$ cat config.mk
export PLATFORM = sky130hd
export DESIGN_NAME = logic_axi4_stream_tdest_balancer
export DESIGN_NICKNAME = d
export VERILOG_FILES = /design/src/rtl/logic_axi4_stream_tdest_balancer.sv
export SDC_FILE = /design/constraint.sdc
export NUM_CORES = 1
export LEC_CHECK = 0
export CAP_MARGIN = 20
export CORE_MARGIN = 4
export CORE_UTILIZATION = 35
export CTS_CLUSTER_SIZE = 16
export DETAILED_ROUTE_END_ITERATION = 7
export HOLD_SLACK_MARGIN = 0.15
export PLACE_DENSITY_LB_ADDON = 0.3
export SYNTH_ARGS = -nofsm -noshare
export SYNTH_HDL_FRONTEND = slang
export SYNTH_SLANG_ARGS = --single-unit
export TNS_END_PERCENT = 100
$ cat constraint.sdc
create_clock -name aclk -period 3.07 [get_ports aclk]
set_input_delay 0.614 -clock aclk [delete_from_list [all_inputs] [get_ports aclk]]
set_output_delay 0.614 -clock aclk [all_outputs]
set_load 0.1 [all_outputs]
$ cat src/rtl/logic_axi4_stream_tdest_balancer.sv
// Packet-coherent round-robin tdest assigner for an AXI4-Stream demux.
// Each packet is given one demux output index. Outputs rotate per packet, and any output
// flagged busy at packet start is skipped. There is one registered stage with full throughput.
module logic_axi4_stream_tdest_balancer #(
  parameter int unsigned OUTPUTS     = 2,
  parameter int unsigned TDATA_BYTES = 1,
  parameter int unsigned TDEST_WIDTH = 1,
  parameter int unsigned TUSER_WIDTH = 1,
  parameter int unsigned TID_WIDTH   = 1,
  parameter int unsigned USE_TKEEP   = 1,
  parameter int unsigned USE_TSTRB   = 1,
  parameter int unsigned USE_TLAST   = 1,
  // Disabled fields keep a 1-bit port that is driven to a constant.
  localparam int unsigned DataW = (TDATA_BYTES != 0) ? TDATA_BYTES * 8 : 1,
  localparam int unsigned KeepW = (TDATA_BYTES != 0) ? TDATA_BYTES : 1,
  localparam int unsigned UserW = (TUSER_WIDTH != 0) ? TUSER_WIDTH : 1,
  localparam int unsigned IdW   = (TID_WIDTH != 0) ? TID_WIDTH : 1,
  localparam int unsigned PtrW  = (OUTPUTS > 1) ? $clog2(OUTPUTS) : 1
) (
  input  logic                   aclk,
  input  logic                   areset,
  input  logic [OUTPUTS-1:0]     busy,
  // Upstream stream
  input  logic                   rx_tvalid_i,
  output logic                   rx_tready_o,
  input  logic [DataW-1:0]       rx_tdata_i,
  input  logic [KeepW-1:0]       rx_tkeep_i,
  input  logic [KeepW-1:0]       rx_tstrb_i,
  input  logic                   rx_tlast_i,
  input  logic [UserW-1:0]       rx_tuser_i,
  input  logic [IdW-1:0]         rx_tid_i,
  // Stream to the demux
  output logic                   tx_tvalid_o,
  input  logic                   tx_tready_i,
  output logic [DataW-1:0]       tx_tdata_o,
  output logic [KeepW-1:0]       tx_tkeep_o,
  output logic [KeepW-1:0]       tx_tstrb_o,
  output logic                   tx_tlast_o,
  output logic [UserW-1:0]       tx_tuser_o,
  output logic [IdW-1:0]         tx_tid_o,
  output logic [TDEST_WIDTH-1:0] tx_tdest_o
);

  if (OUTPUTS < 2) begin : gen_outputs_too_few
    $error("OUTPUTS must be at least 2");
  end
  if (TDEST_WIDTH < $clog2(OUTPUTS)) begin : gen_tdest_too_narrow
    $error("TDEST_WIDTH must be at least $clog2(OUTPUTS)");
  end

  // Adds a scan offset to base and wraps the result at OUTPUTS. OUTPUTS need not be a power of two.
  function automatic logic [PtrW-1:0] wrap_add(input logic [PtrW-1:0] base,
                                               input int unsigned     off);
    int unsigned s;
    s = 32'(base) + off;
    if (s >= OUTPUTS) s = s - OUTPUTS;
    return PtrW'(s);
  endfunction

  logic [PtrW-1:0]        ptr_q, ptr_d;
  logic [PtrW-1:0]        cur_q, cur_d;
  logic                   in_packet_q, in_packet_d;
  logic                   tx_tvalid_q;
  logic [TDEST_WIDTH-1:0] tx_tdest_q;
  logic [DataW-1:0]       tdata_q;
  logic [KeepW-1:0]       tkeep_q, tstrb_q;
  logic                   tlast_q;
  logic [UserW-1:0]       tuser_q;
  logic [IdW-1:0]         tid_q;

  logic                   en, accept;
  logic                   found;
  logic [PtrW-1:0]        sel, route, cand;

  // Find the first non-busy output, scanning upward from the round-robin pointer.
  always_comb begin
    sel   = ptr_q;
    found = 1'b0;
    cand  = ptr_q;
    for (int unsigned i = 0; i < OUTPUTS; i++) begin
      cand = wrap_add(ptr_q, i);
      if (!found && !busy[cand]) begin
        sel   = cand;
        found = 1'b1;
      end
    end
  end

  // Handshake and routing. Busy outputs can stall only a packet start, never a beat inside a packet.
  always_comb begin
    en          = !tx_tvalid_q || tx_tready_i;
    rx_tready_o = en && (in_packet_q || !(&busy));
    accept      = rx_tvalid_i && rx_tready_o;
    route       = in_packet_q ? cur_q : sel;
  end

  // Next-state for the pointer, the locked index, and packet tracking.
  always_comb begin
    ptr_d       = ptr_q;
    cur_d       = cur_q;
    in_packet_d = in_packet_q;
    if (accept) begin
      if (!in_packet_q) begin
        cur_d = sel;
        ptr_d = (sel == PtrW'(OUTPUTS - 1)) ? '0 : sel + PtrW'(1);
      end
      in_packet_d = (USE_TLAST != 0) ? !rx_tlast_i : 1'b0;
    end
  end

  // Control state and tx valid/tdest are cleared asynchronously by reset.
  always_ff @(posedge aclk or posedge areset) begin
    if (areset) begin
      ptr_q       <= '0;
      cur_q       <= '0;
      in_packet_q <= 1'b0;
      tx_tvalid_q <= 1'b0;
      tx_tdest_q  <= '0;
    end else begin
      ptr_q       <= ptr_d;
      cur_q       <= cur_d;
      in_packet_q <= in_packet_d;
      if (en) begin
        tx_tvalid_q <= accept;
        tx_tdest_q  <= TDEST_WIDTH'(route);
      end
    end
  end

  // Payload registers are not reset because they are qualified by tx_tvalid.
  always_ff @(posedge aclk) begin
    if (en) begin
      tdata_q <= rx_tdata_i;
      tkeep_q <= rx_tkeep_i;
      tstrb_q <= rx_tstrb_i;
      tlast_q <= rx_tlast_i;
      tuser_q <= rx_tuser_i;
      tid_q   <= rx_tid_i;
    end
  end

  // Output drive, with disabled fields tied to their defaults.
  always_comb begin
    tx_tvalid_o = tx_tvalid_q;
    tx_tdest_o  = tx_tdest_q;
    tx_tdata_o  = (TDATA_BYTES != 0) ? tdata_q : '0;
    tx_tkeep_o  = (TDATA_BYTES != 0 && USE_TKEEP != 0) ? tkeep_q : '1;
    tx_tstrb_o  = (TDATA_BYTES != 0 && USE_TSTRB != 0) ? tstrb_q : '1;
    tx_tlast_o  = (USE_TLAST != 0) ? tlast_q : 1'b1;
    tx_tuser_o  = (TUSER_WIDTH != 0) ? tuser_q : '0;
    tx_tid_o    = (TID_WIDTH != 0) ? tid_q : '0;
  end

endmodule

* Yosys cells after proc, flatten, opt, wreduce, memory -nomap -nowiden *
Index checks and enable logic that the tools add are counted.

operators by class
  magnitude comparators = 4
  bitwise logic cells = 1
  $add $sub $neg = 4
  multiplexer cells = 10
  reductions and logical operators = 11

operators by type and width
  cell                   number
  $mux W1                10
  $logic_not A1 Y1       4
  $lt A1 B2 Y1 const B   2
  $reduce_and A2 Y1      2
  $logic_and A1 B1 Y1    3
  $add A1 B1 Y2 const B  1
  $ge A1 B2 Y1 const B   1
  $ge A2 B2 Y1 const B   1
  $logic_or A1 B1 Y1     2
  $sub A1 B1 Y1 const B  2
  $add A1 B1 Y1 const B  1
  $not A1 Y1             1

word-level totals
  input port bits = 19
  output and inout bits = 16
  logic and storage cells = 41
  flip-flop bits (word level) = 18

* Longest topological paths before layout *
Gate-level depths: netlist of the first run.

  depth after elaboration = 10
  mapped depth = 4
  mapped depth without buffers = 4

* Worst setup path before layout of the first run *
OpenSTA, ideal clock, no wires.

  kind = register to output
  start = register tx_tvalid_q, in the netlist tx_tvalid_o
  end = output port rx_tready_o
  required time = 2.456 ns
  path slack = 0.181 ns
  arrival time = 2.275 ns
  path buffers = 0
  stages on the path, launching flop included = 3
  cell sequence = dfrtp_1 -> nor2b_4 -> nor2_1

on the way
  longest elaborated chain between the ends = 3

RTL lines
  what                    line  RTL
  from (decl)             63    logic tx_tvalid_q;
  from (signal assigned)  124   tx_tvalid_q <= accept;
  $logic_not A1 Y1        91    en = !tx_tvalid_q || tx_tready_i;
  $logic_or A1 B1 Y1      91
  $logic_and A1 B1 Y1     92    rx_tready_o = en && (in_packet_q || !(&busy));
  to (decl)               25    output logic rx_tready_o,

No other way between the ends.

* Worst setup path in the final report of the first run *
  start = input port busy[0]
  end = output port rx_tready_o

on the way
  longest elaborated chain between the ends = 4

RTL lines
  what                 line  RTL
  from (decl)          22    input logic [OUTPUTS-1:0] busy,
  $reduce_and A2 Y1    92
  $logic_not A1 Y1     92
  $logic_or A1 B1 Y1   92
  $logic_and A1 B1 Y1  92

No other way between the ends.

==> impl_metrics.py, run 1 <==
metrics = {
    "final_layout": {
        "area_growth_pct": 58.69,
        "fin_nets": 97,
        "antenna_cells": 0,
        "fillers": 150,
        "final_common_cell": "clkdlybuf4s50_1",
        "layout_common_cells": "clkdlybuf4s50_1 (18), buf_4 (15), edfxtp_1 (13)",
        "drive_gt1_share_pct": 31.17,
        "postLayoutCoreUtil_pct": 58.92,
    },
    "place": {
        "io_buffers": 34,
        "gp_congestion": 0.7420,
    },
    "drt": {
        "first_iter_violations": 2,
        "postRouteAntennaNets": 0,
        "routed_wl_um": 1245,
        "dr.pass1.iters": 2,
        "via_per_inst": 4.500,
        "vias": 459,
        "routedWlPerCell_um": 12.21,
        "drc_errors": 0,
    },
    "sta": {
        "slew_viol_final": 0,
        "fin_crit_sh_pct": 72.44,
        "hold_viol": 0,
        "layout_min_cycle_time_ns": 2.224,
        "max_freq_ghz": 0.4496,
        "setup_viol": 0,
        "rsz0062_at_grt": "no",
        "maxSlewHeadroom_pct": 61.13,
        "fin_tns_setup_ns": 0,
        "tightest_slew_ns": 0.5824,
        "fin_skew_ns": 0.0002894,
        "holdWs_ns": 0.5244,
    },
    "pwr": {
        "design_power_total_uw": 697.5,
        "power_frac_clock_pct": 20.1,
        "p_int_uw": 433.7,
        "power.switching_uw": 263.9,
        "p_comb_share_pct": 35.3,
        "pwr-share-seq_pct": 44.5,
        "ir_worst_vdd_uv": 292.8,
        "swShare_pct": 37.83,
        "p_per_area_nw_per_um2": 678.2,
        "p_leak_uw": 0.0004220,
    },
    "floorplanning": {
        "pin_count": 35,
        "start_util_pct": 37.13,
        "die_w_um": 51.03,
        "dieArea_um2": 2604,
        "row_count": 15,
        "core_um2": 1745,
        "fp.dieH_um": 51.03,
    },
    "yosys": {
        "ys_warn_count": 0,
        "synth.avg_cell_area_um2": 16.62,
        "syn_area_um2": 648.1,
        "yosysUniqueCellTypes": 15,
        "yosys_register_bits": 18,
        "syn_nets": 58,
        "ys_seq_area_share_pct": 79.54,
        "postSynthCellCount": 39,
    },
    "grt": {
        "antenna_found_initial": 0,
        "grt_pass1_vias": 465,
        "grt_max_degree": 18,
        "grt_use_total_pct": 10.35,
        "grt_overflow": 0,
        "grt_pass1_wl_um": 2001,
    },
    "cts": {
        "postCtsHoldBufs": 0,
        "root_buffer": "clkbuf_4",
        "clockBufferDepth": 2,
        "htreeDepth": 1,
        "postCtsSetupBuffers": 0,
        "clock_latency_ns": 0.28,
        "cts_inserted_buffers": 3,
        "clkSlewWorstSetupHoldPaths_ns": 0.10,
        "numClockSinks": 18,
        "cts-resized-gates": 0,
        "cts_tree": "done",
    },
    "worst_hold_path": {
        "min-delay-start": "ptr_q$_DFFE_PP0P_",
        "hold_path_class": "register to register",
    },
    "setup_path": {
        "arrival_ns": 1.61,
        "end_kind": "output pin",
        "crit_start": "busy[0]",
        "worstSetupStartpointType": "input pin",
        "rr_startpoint": "in_packet_q$_DFFE_PP0P_",
        "crit_required_ns": 2.46,
        "crit_type": "input pin to output pin",
        "path_max_fanout": 5,
    },
    "status": {
        "outcome": "completed",
    },
    "flow_run": {
        "cap_violations": 0,
    },
}
cells in the mapped netlist, drive strengths merged:
cell | n | area [µm²]
a211o | 1 | 10.01
a21oi | 2 | 10.01
a22o | 1 | 8.760
a31oi | 2 | 12.51
dfrtp | 5 | 125.1
edfxtp | 13 | 390.4
inv | 2 | 7.510
mux2i | 1 | 10.01
nand2 | 3 | 11.26
nor2 | 4 | 15.01
nor2b | 1 | 13.76
nor4b | 1 | 8.760
o21ai | 1 | 5.000
or2 | 1 | 6.260
or4b | 1 | 13.76
path summary, 6_finish.rpt:
path / endpoint / slack, ns / depth (start not counted)
max: rx_tready_o / 0.85 / 5
min: ptr_q$_DFFE_PP0P_ / 0.52 / 1
max reg2reg: cur_q$_DFFE_PP0P_ / 1.71 / 2
min reg2reg: ptr_q$_DFFE_PP0P_ / 0.52 / 1
max in group asynchronous: in_packet_q$_DFFE_PP0P_ / 2.38 / 2
min in group asynchronous: tx_tdest_o$_DFFE_PP0P_ / 0.53 / 2
area by class of cell:
| cell class | count | area (µm²) | area share, % |
|---|---|---|---|
| Sequential cell | 18 | 515.5 | 50.12 |
| Timing Repair Buffer | 34 | 312.8 | 30.41 |
| Multi-Input combinational cell | 19 | 125.1 | 12.17 |
| Clock buffer | 4 | 36.28 | 3.528 |
| Tap cell | 25 | 31.28 | 3.041 |
| Inverter | 2 | 7.507 | 0.7299 |
power by group through the flow:
stage	Sequential, µW	Clock (µW)	Combinational [µW]
after floorplan	451	0	45.1
after global placement	316	0	247
after detailed placement	316	0	249
after CTS	311	149	249
after global routing	316	160	256
final	311	140	247
critical path, cell delays in order:
cell	delay [ns]
clkdlybuf4s50_1	0.46
nand2_1	0.12
nor2_1	0.04
nor2_1	0.17
buf_12	0.20
state kept, by name, indices dropped and copies added, names as in the netlist:
signal / count
tx_tdata_o: 8
cur_q: 1
in_packet_q: 1
ptr_q: 1
tx_tdest_o: 1
tx_tid_o: 1
tx_tkeep_o: 1
tx_tlast_o: 1
tx_tstrb_o: 1
tx_tuser_o: 1
tx_tvalid_o: 1
kinds of logic after synthesis:
group	after synthesis	synth area share, %
compound gates	7	7.142
buf+inv	2	1.159
flops	18	79.54
mux	1	1.544
simple gates	11	10.62
through the flow:
stage                     setup slack [ns]  instance area [µm²]  cells
after CTS                           0.8355                 1028    102
after floorplan                     0.1810                648.1     39
after global placement              0.8430                992.2     98
after global routing                0.7675                 1028    102
final                               0.8460                 1028    102
after detailed placement            0.8404                992.2     98
per-layer routing:
layer	GRT usage, %	share of wire (%)	vias to the layer above
li1	-	-	221
met5	0	0	-
met2	17.38	50	18
met3	3.499	9.3	0
met1	12.08	41	220
met4	4.036	0	0
(Power assumes the default switching activity.)
==> inputs of run 2 (changes only) <==
- CORE_UTILIZATION: 35 -> 33
- clock period: 3.07 -> 1.8 ns (I/O delays scaled with it)
==> impl_metrics.py, run 2 (synthesized netlist as in run 1, its figures left out) <==
metrics = {
    "status": {
        "outcome": "completed",
    },
    "sta": {
        "setup_viol": 0,
        "holdWs_ns": 0.2635,
        "tightest_slew_ns": 0.4078,
        "worst_slack_ns": 0.06274,
        "fin_crit_sh_pct": 96.51,
        "rsz0062_at_grt": "no",
        "fin_tns_setup_ns": 0,
        "maxSlewHeadroom_pct": 72.43,
        "max_freq_ghz": 0.5756,
        "slew_viol_final": 0,
        "layout_min_cycle_time_ns": 1.737,
        "hold_viol": 0,
        "fin_skew_ns": 0.001136,
    },
    "grt": {
        "grt_pass1_vias": 493,
        "grt_max_degree": 18,
        "grt_use_total_pct": 12.21,
        "grt_overflow": 0,
        "antenna_found_initial": 0,
        "grt_pass1_wl_um": 2421,
    },
    "drt": {
        "vias": 473,
        "dr.pass1.iters": 2,
        "drc_errors": 0,
        "routedWlPerCell_um": 14.23,
        "via_per_inst": 4.548,
        "routed_wl_um": 1480,
        "first_iter_violations": 1,
        "postRouteAntennaNets": 0,
    },
    "final_layout": {
        "largest_reg_flops": 8,
        "drive_gt1_share_pct": 36.71,
        "postLayoutCoreUtil_pct": 69.65,
        "final_common_cell": "clkdlybuf4s50_1",
        "antenna_cells": 0,
        "fin_nets": 99,
        "layout_common_cells": "clkdlybuf4s50_1 (18), buf_12 (17), edfxtp_1 (13)",
        "area_growth_pct": 93.63,
        "fillers": 139,
        "stdcell_area_um2": 1255,
    },
    "floorplanning": {
        "fp.dieH_um": 52.32,
        "core_um2": 1802,
        "die_w_um": 52.32,
        "row_count": 15,
        "pin_count": 35,
        "start_util_pct": 35.97,
        "dieArea_um2": 2737,
    },
    "place": {
        "dpl_cell_area_um2": 1216,
        "dp_slack_ns": 0.01100,
        "io_buffers": 34,
        "gp_congestion": 0.7746,
        "hpwlAfterDp_um": 1259,
    },
    "flow_run": {
        "cap_violations": 0,
    },
    "cts": {
        "clock_latency_ns": 0.28,
        "cts_tree": "done",
        "clkSlewWorstSetupHoldPaths_ns": 0.10,
        "clockBufferDepth": 2,
        "htreeDepth": 1,
        "numClockSinks": 18,
        "cts_inserted_buffers": 3,
        "root_buffer": "clkbuf_4",
        "postCtsSetupBuffers": 0,
    },
    "pwr": {
        "p_per_area_nw_per_um2": 1042,
        "p_leak_uw": 0.0005071,
        "ir_worst_vdd_uv": 757.8,
    },
    "setup_path": {
        "r2r.worst_path.cells": 3,
        "crit_type": "input pin to output pin",
        "crit_required_ns": 1.44,
        "r2r_slack_ns": 0.39,
        "path_max_fanout": 4,
        "worstSetupStartpointType": "input pin",
        "arrival_ns": 1.38,
        "r2r_end": "cur_q$_DFFE_PP0P_",
        "rr_startpoint": "tx_tvalid_o$_DFFE_PP0P_",
        "end_kind": "output pin",
    },
    "worst_hold_path": {
        "hold_path_class": "input pin to asynchronous set/reset pin",
    },
}
## run 2: cell count changes in the layout (fill, tap and decap cells not counted)
cell	change
buf_4	-14
dfrtp_1	-1
dfrtp_2	+1
nor2_1	-2
nor2_2	+1
buf_12	+16
nor2_4	+1
## run 2: stage by stage
stage,power [µW],std cells
finish,1308,104
detailed placement,1081,100
global route,1361,104
global placement,1071,100
CTS,1322,104
floorplan,850.4,39
## run 2: final cells by class
type / count / area (µm²) / share of cell area (%)
inverters: 2 / 7.507 / 0.5982
multi-input cells: 19 / 135.1 / 10.77
clock buffers: 4 / 36.28 / 2.891
well taps: 25 / 31.28 / 2.493
repair buffers: 36 / 528.0 / 42.07
flip-flops and latches: 18 / 516.7 / 41.18
## run 2: where the power goes
group / internal (µW) / switching, µW / leakage (µW)
sequential: 502 / 48.0 / 0.000188
combinational: 205 / 312 / 0.000298
clock: 123 / 117 / 0.0000210
## run 2: worst max path at each step
stage / start / slack [ns] / cells past startpoint / endpoint
after floorplan: tx_tvalid_o$_DFFE_PP0P_ / 0.14 / 2 / rx_tready_o
after global routing: tx_tready_i / 0.04 / 5 / rx_tready_o
after CTS: busy[0] / 0.05 / 5 / rx_tready_o
after detailed placement: tx_tready_i / 0.01 / 4 / cur_q$_DFFE_PP0P_
after global placement: tx_tready_i / 0.05 / 4 / cur_q$_DFFE_PP0P_
final: tx_tready_i / 0.06 / 5 / rx_tready_o
## run 2: what timing repair did
action                                  CTS  global route
gates resized for setup                   0             1
hold buffers                              0             0
endpoints found under the setup margin    0             1
## run 2: critical path, stage by stage
cell             delay (ns)
clkdlybuf4s50_1        0.51
nor2b_4                0.05
buf_4                  0.15
nor2_4                 0.12
buf_12                 0.18
## run 2: layer usage
metal | vias to the layer above | part of all wire, % | track usage (%)
li1 | 226 | - | -
met4 | 0 | 0 | 2.553
met5 | - | 0 | 0
met3 | 0 | 8.0 | 3.419
met1 | 231 | 32 | 12.70
met2 | 16 | 60 | 23.76
==> patch, RTL diff (settings of run 1) <==
Change the parameter `USE_TKEEP` from 1 to 0.
--- a/src/rtl/logic_axi4_stream_tdest_balancer.sv
+++ b/src/rtl/logic_axi4_stream_tdest_balancer.sv
@@ -7,7 +7,7 @@
   parameter int unsigned TDEST_WIDTH = 1,
   parameter int unsigned TUSER_WIDTH = 1,
   parameter int unsigned TID_WIDTH   = 1,
-  parameter int unsigned USE_TKEEP   = 1,
+  parameter int unsigned USE_TKEEP   = 0,
   parameter int unsigned USE_TSTRB   = 1,
   parameter int unsigned USE_TLAST   = 1,
   // Disabled fields keep a 1-bit port that is driven to a constant.
Formal check against the unedited RTL: not equivalent (a bounded check fails within 4 cycles, from zero or initial values and one cycle with areset high).
==> patch against run 1 <==
- synthesized area down 2.9%
- sequential cell count shrank 1
- design area shrank 5.1%
- fmax shrank 2.2%
- count of clock-buffer cells in the layout shrank 1
- clock power shrank 19%
- routed wire length shrank 2.4%
- worst setup slack worse by 49 ps
- power down 6.8%
- largest cell class unchanged
==> patch: results (changes against run 1) <==
[outcome]
outcome=completed  ; unchanged

[routing]
avgRoutedWirePerCell_um=12.15  ; was 12.21 um
viasPerCell=4.580  ; was 4.500
drt_first_iter_violations=0  ; was 2
drt_first_pass_iters=1  ; was 2

[clock_tree]
clk-insertion-delay-late_ps=280  ; about the same
post-cts-setup-buffers=0  ; unchanged
cts-htree-levels=1  ; unchanged
postCtsResizedCells=0  ; unchanged
max_clock_buf_depth=2  ; unchanged
cts.root.buffer_cell=clkbuf_4  ; unchanged
clkSlewWorstSetupHoldPaths_ps=100  ; about the same
tritoncts.num_buffers=3  ; unchanged

[min_path]
hold_class=in2async  ; was reg2reg

[logic_synthesis]
synth.top_cells.by_count=12 x edfxtp_1, 5 x dfrtp_1, 4 x nor2_1  ; was 13 x edfxtp_1, 5 x dfrtp_1, 4 x nor2_1
synth-edff-count=12  ; was 13
post_synth_main_area_contributors=edfxtp_1 57%, dfrtp_1 20%, nor2_1 2.4%  ; was edfxtp_1 60%, dfrtp_1 19%, nor2_1 2.3%
synth.net_count=59  ; was 58
async_set_reset_flop_share_out_of_synthesis_pct=29.41  ; was 27.78%
synth_cell_type_count=17  ; was 15
synth.yosys.seq_area_share_pct=77.14  ; was 79.54%
yosys_warnings=0  ; unchanged

[placement]
port-buffer-count=32  ; was 34
place_congestion=0.7826  ; was 0.7420
detailedPlacementHpwl_um=933.5

[timing]
max-slew-margin-rel_pct=62.98  ; was 61.13%
worst_clock_skew_ps=8.777  ; was 0.2894 ps
hold_worst_slack_ps=514.8  ; was 524.4 ps

[cells_and_area]
number_of_flip_flops_under_the_largest_register_name=8  ; unchanged
fill_cells=146  ; was 150
final_layout_size_suffix_gt1_share_pct=30.67  ; was 31.17%
antenna_cells=0  ; unchanged
layout.nets=95  ; was 97

[grt]
grt_max_degree=17  ; was 18
groute.usage.overall_pct=10.70  ; was 10.35%
grt_antenna_before_repair=0  ; unchanged
wire_length_of_the_first_global_routing_pass_mm=1.994  ; was 2.001 mm
number_of_global_route_vias_before_repair=441  ; was 465

[pwr]
peak_supply_drop_mv=0.3382  ; was 0.2928 mV
total_leakage_power_nw=0.4031  ; was 0.4220 nW

[worst_setup_path]
cp_data_arrival_time_ps=1660  ; was 1610 ps
reg2reg_slack_ps=1720
cp_slowest_stage_delay_ps=470
capture_instance_of_the_worst_register_to_register_path=cur_q$_DFFE_PP0P_  ; unchanged
regToRegStartpoint=in_packet_q$_DFFE_PP0P_  ; unchanged
critical_path.max_fanout=5  ; unchanged
timing.critical_path.max_delay_family=buffers and inverters  ; unchanged
cells_on_worst_reg2reg_path=2  ; unchanged
crit_path_top_delay_cell=clkdlybuf4s50_1  ; unchanged

[patch: where the power goes]
group          internal [mW]  total (mW)  switching [mW]
registers              0.277       0.295          0.0178
clock network         0.0483       0.113          0.0651
logic                 0.0656       0.241           0.176
total                  0.391       0.650           0.259
[patch: worst max path at each step]
stage                            start          end  slack, ps  depth (start not counted)
6_report                       busy[0]  rx_tready_o        800                          5
5_1_grt                        busy[0]  rx_tready_o        710                          5
4_1_cts                        busy[0]  rx_tready_o        790                          5
3_5_place_dp                   busy[0]  rx_tready_o        800                          5
3_3_place_gp                   busy[0]  rx_tready_o        820                          5
2_1_floorplan  tx_tvalid_o$_DFFE_PP0P_  rx_tready_o        180                          2
[patch: logic make-up (layout without fill, tap and decap cells)]
logic type	after synthesis	in the layout	share of synthesized area, %
AOI/OAI and AO/OA	7	7	7.355
muxes	1	1	1.591
buffers and inverters	3	38	2.387
and+or+nand+nor	11	11	10.93
DFF	17	17	77.14
other	1	1	0.5958
[patch: cell type report]
class / count / area [um2] / area share (%)
Sequential cell: 17 / 485.5 / 49.74
Clock inverter: 1 / 5.005 / 0.5128
Inverter: 2 / 7.507 / 0.7692
Clock buffer: 3 / 22.52 / 2.308
Tap cell: 25 / 31.28 / 3.205
Multi-Input combinational cell: 20 / 128.9 / 13.21
Timing Repair Buffer: 32 / 295.3 / 30.26
[patch: stage by stage]
stage          setup WS (ps)  power [mW]  instances  instance area (um2)
6_report               796.9      0.6499        100                975.9
5_1_grt                713.9      0.6808        100                975.9
4_1_cts                786.4      0.6573        100                975.9
3_5_place_dp           796.6      0.5425         96                948.4
3_3_place_gp           824.0      0.5403         96                948.4
2_1_floorplan          181.0      0.4778         40                629.4
[patch: layer usage]
metal / up-vias / share of wire, % / track usage, %
li1: 215 / - / -
met4: 0 / 1.7 / 8.072
met1: 216 / 41 / 12.36
met2: 25 / 48 / 16.74
met5: - / 0 / 0
met3: 2 / 8.5 / 2.967
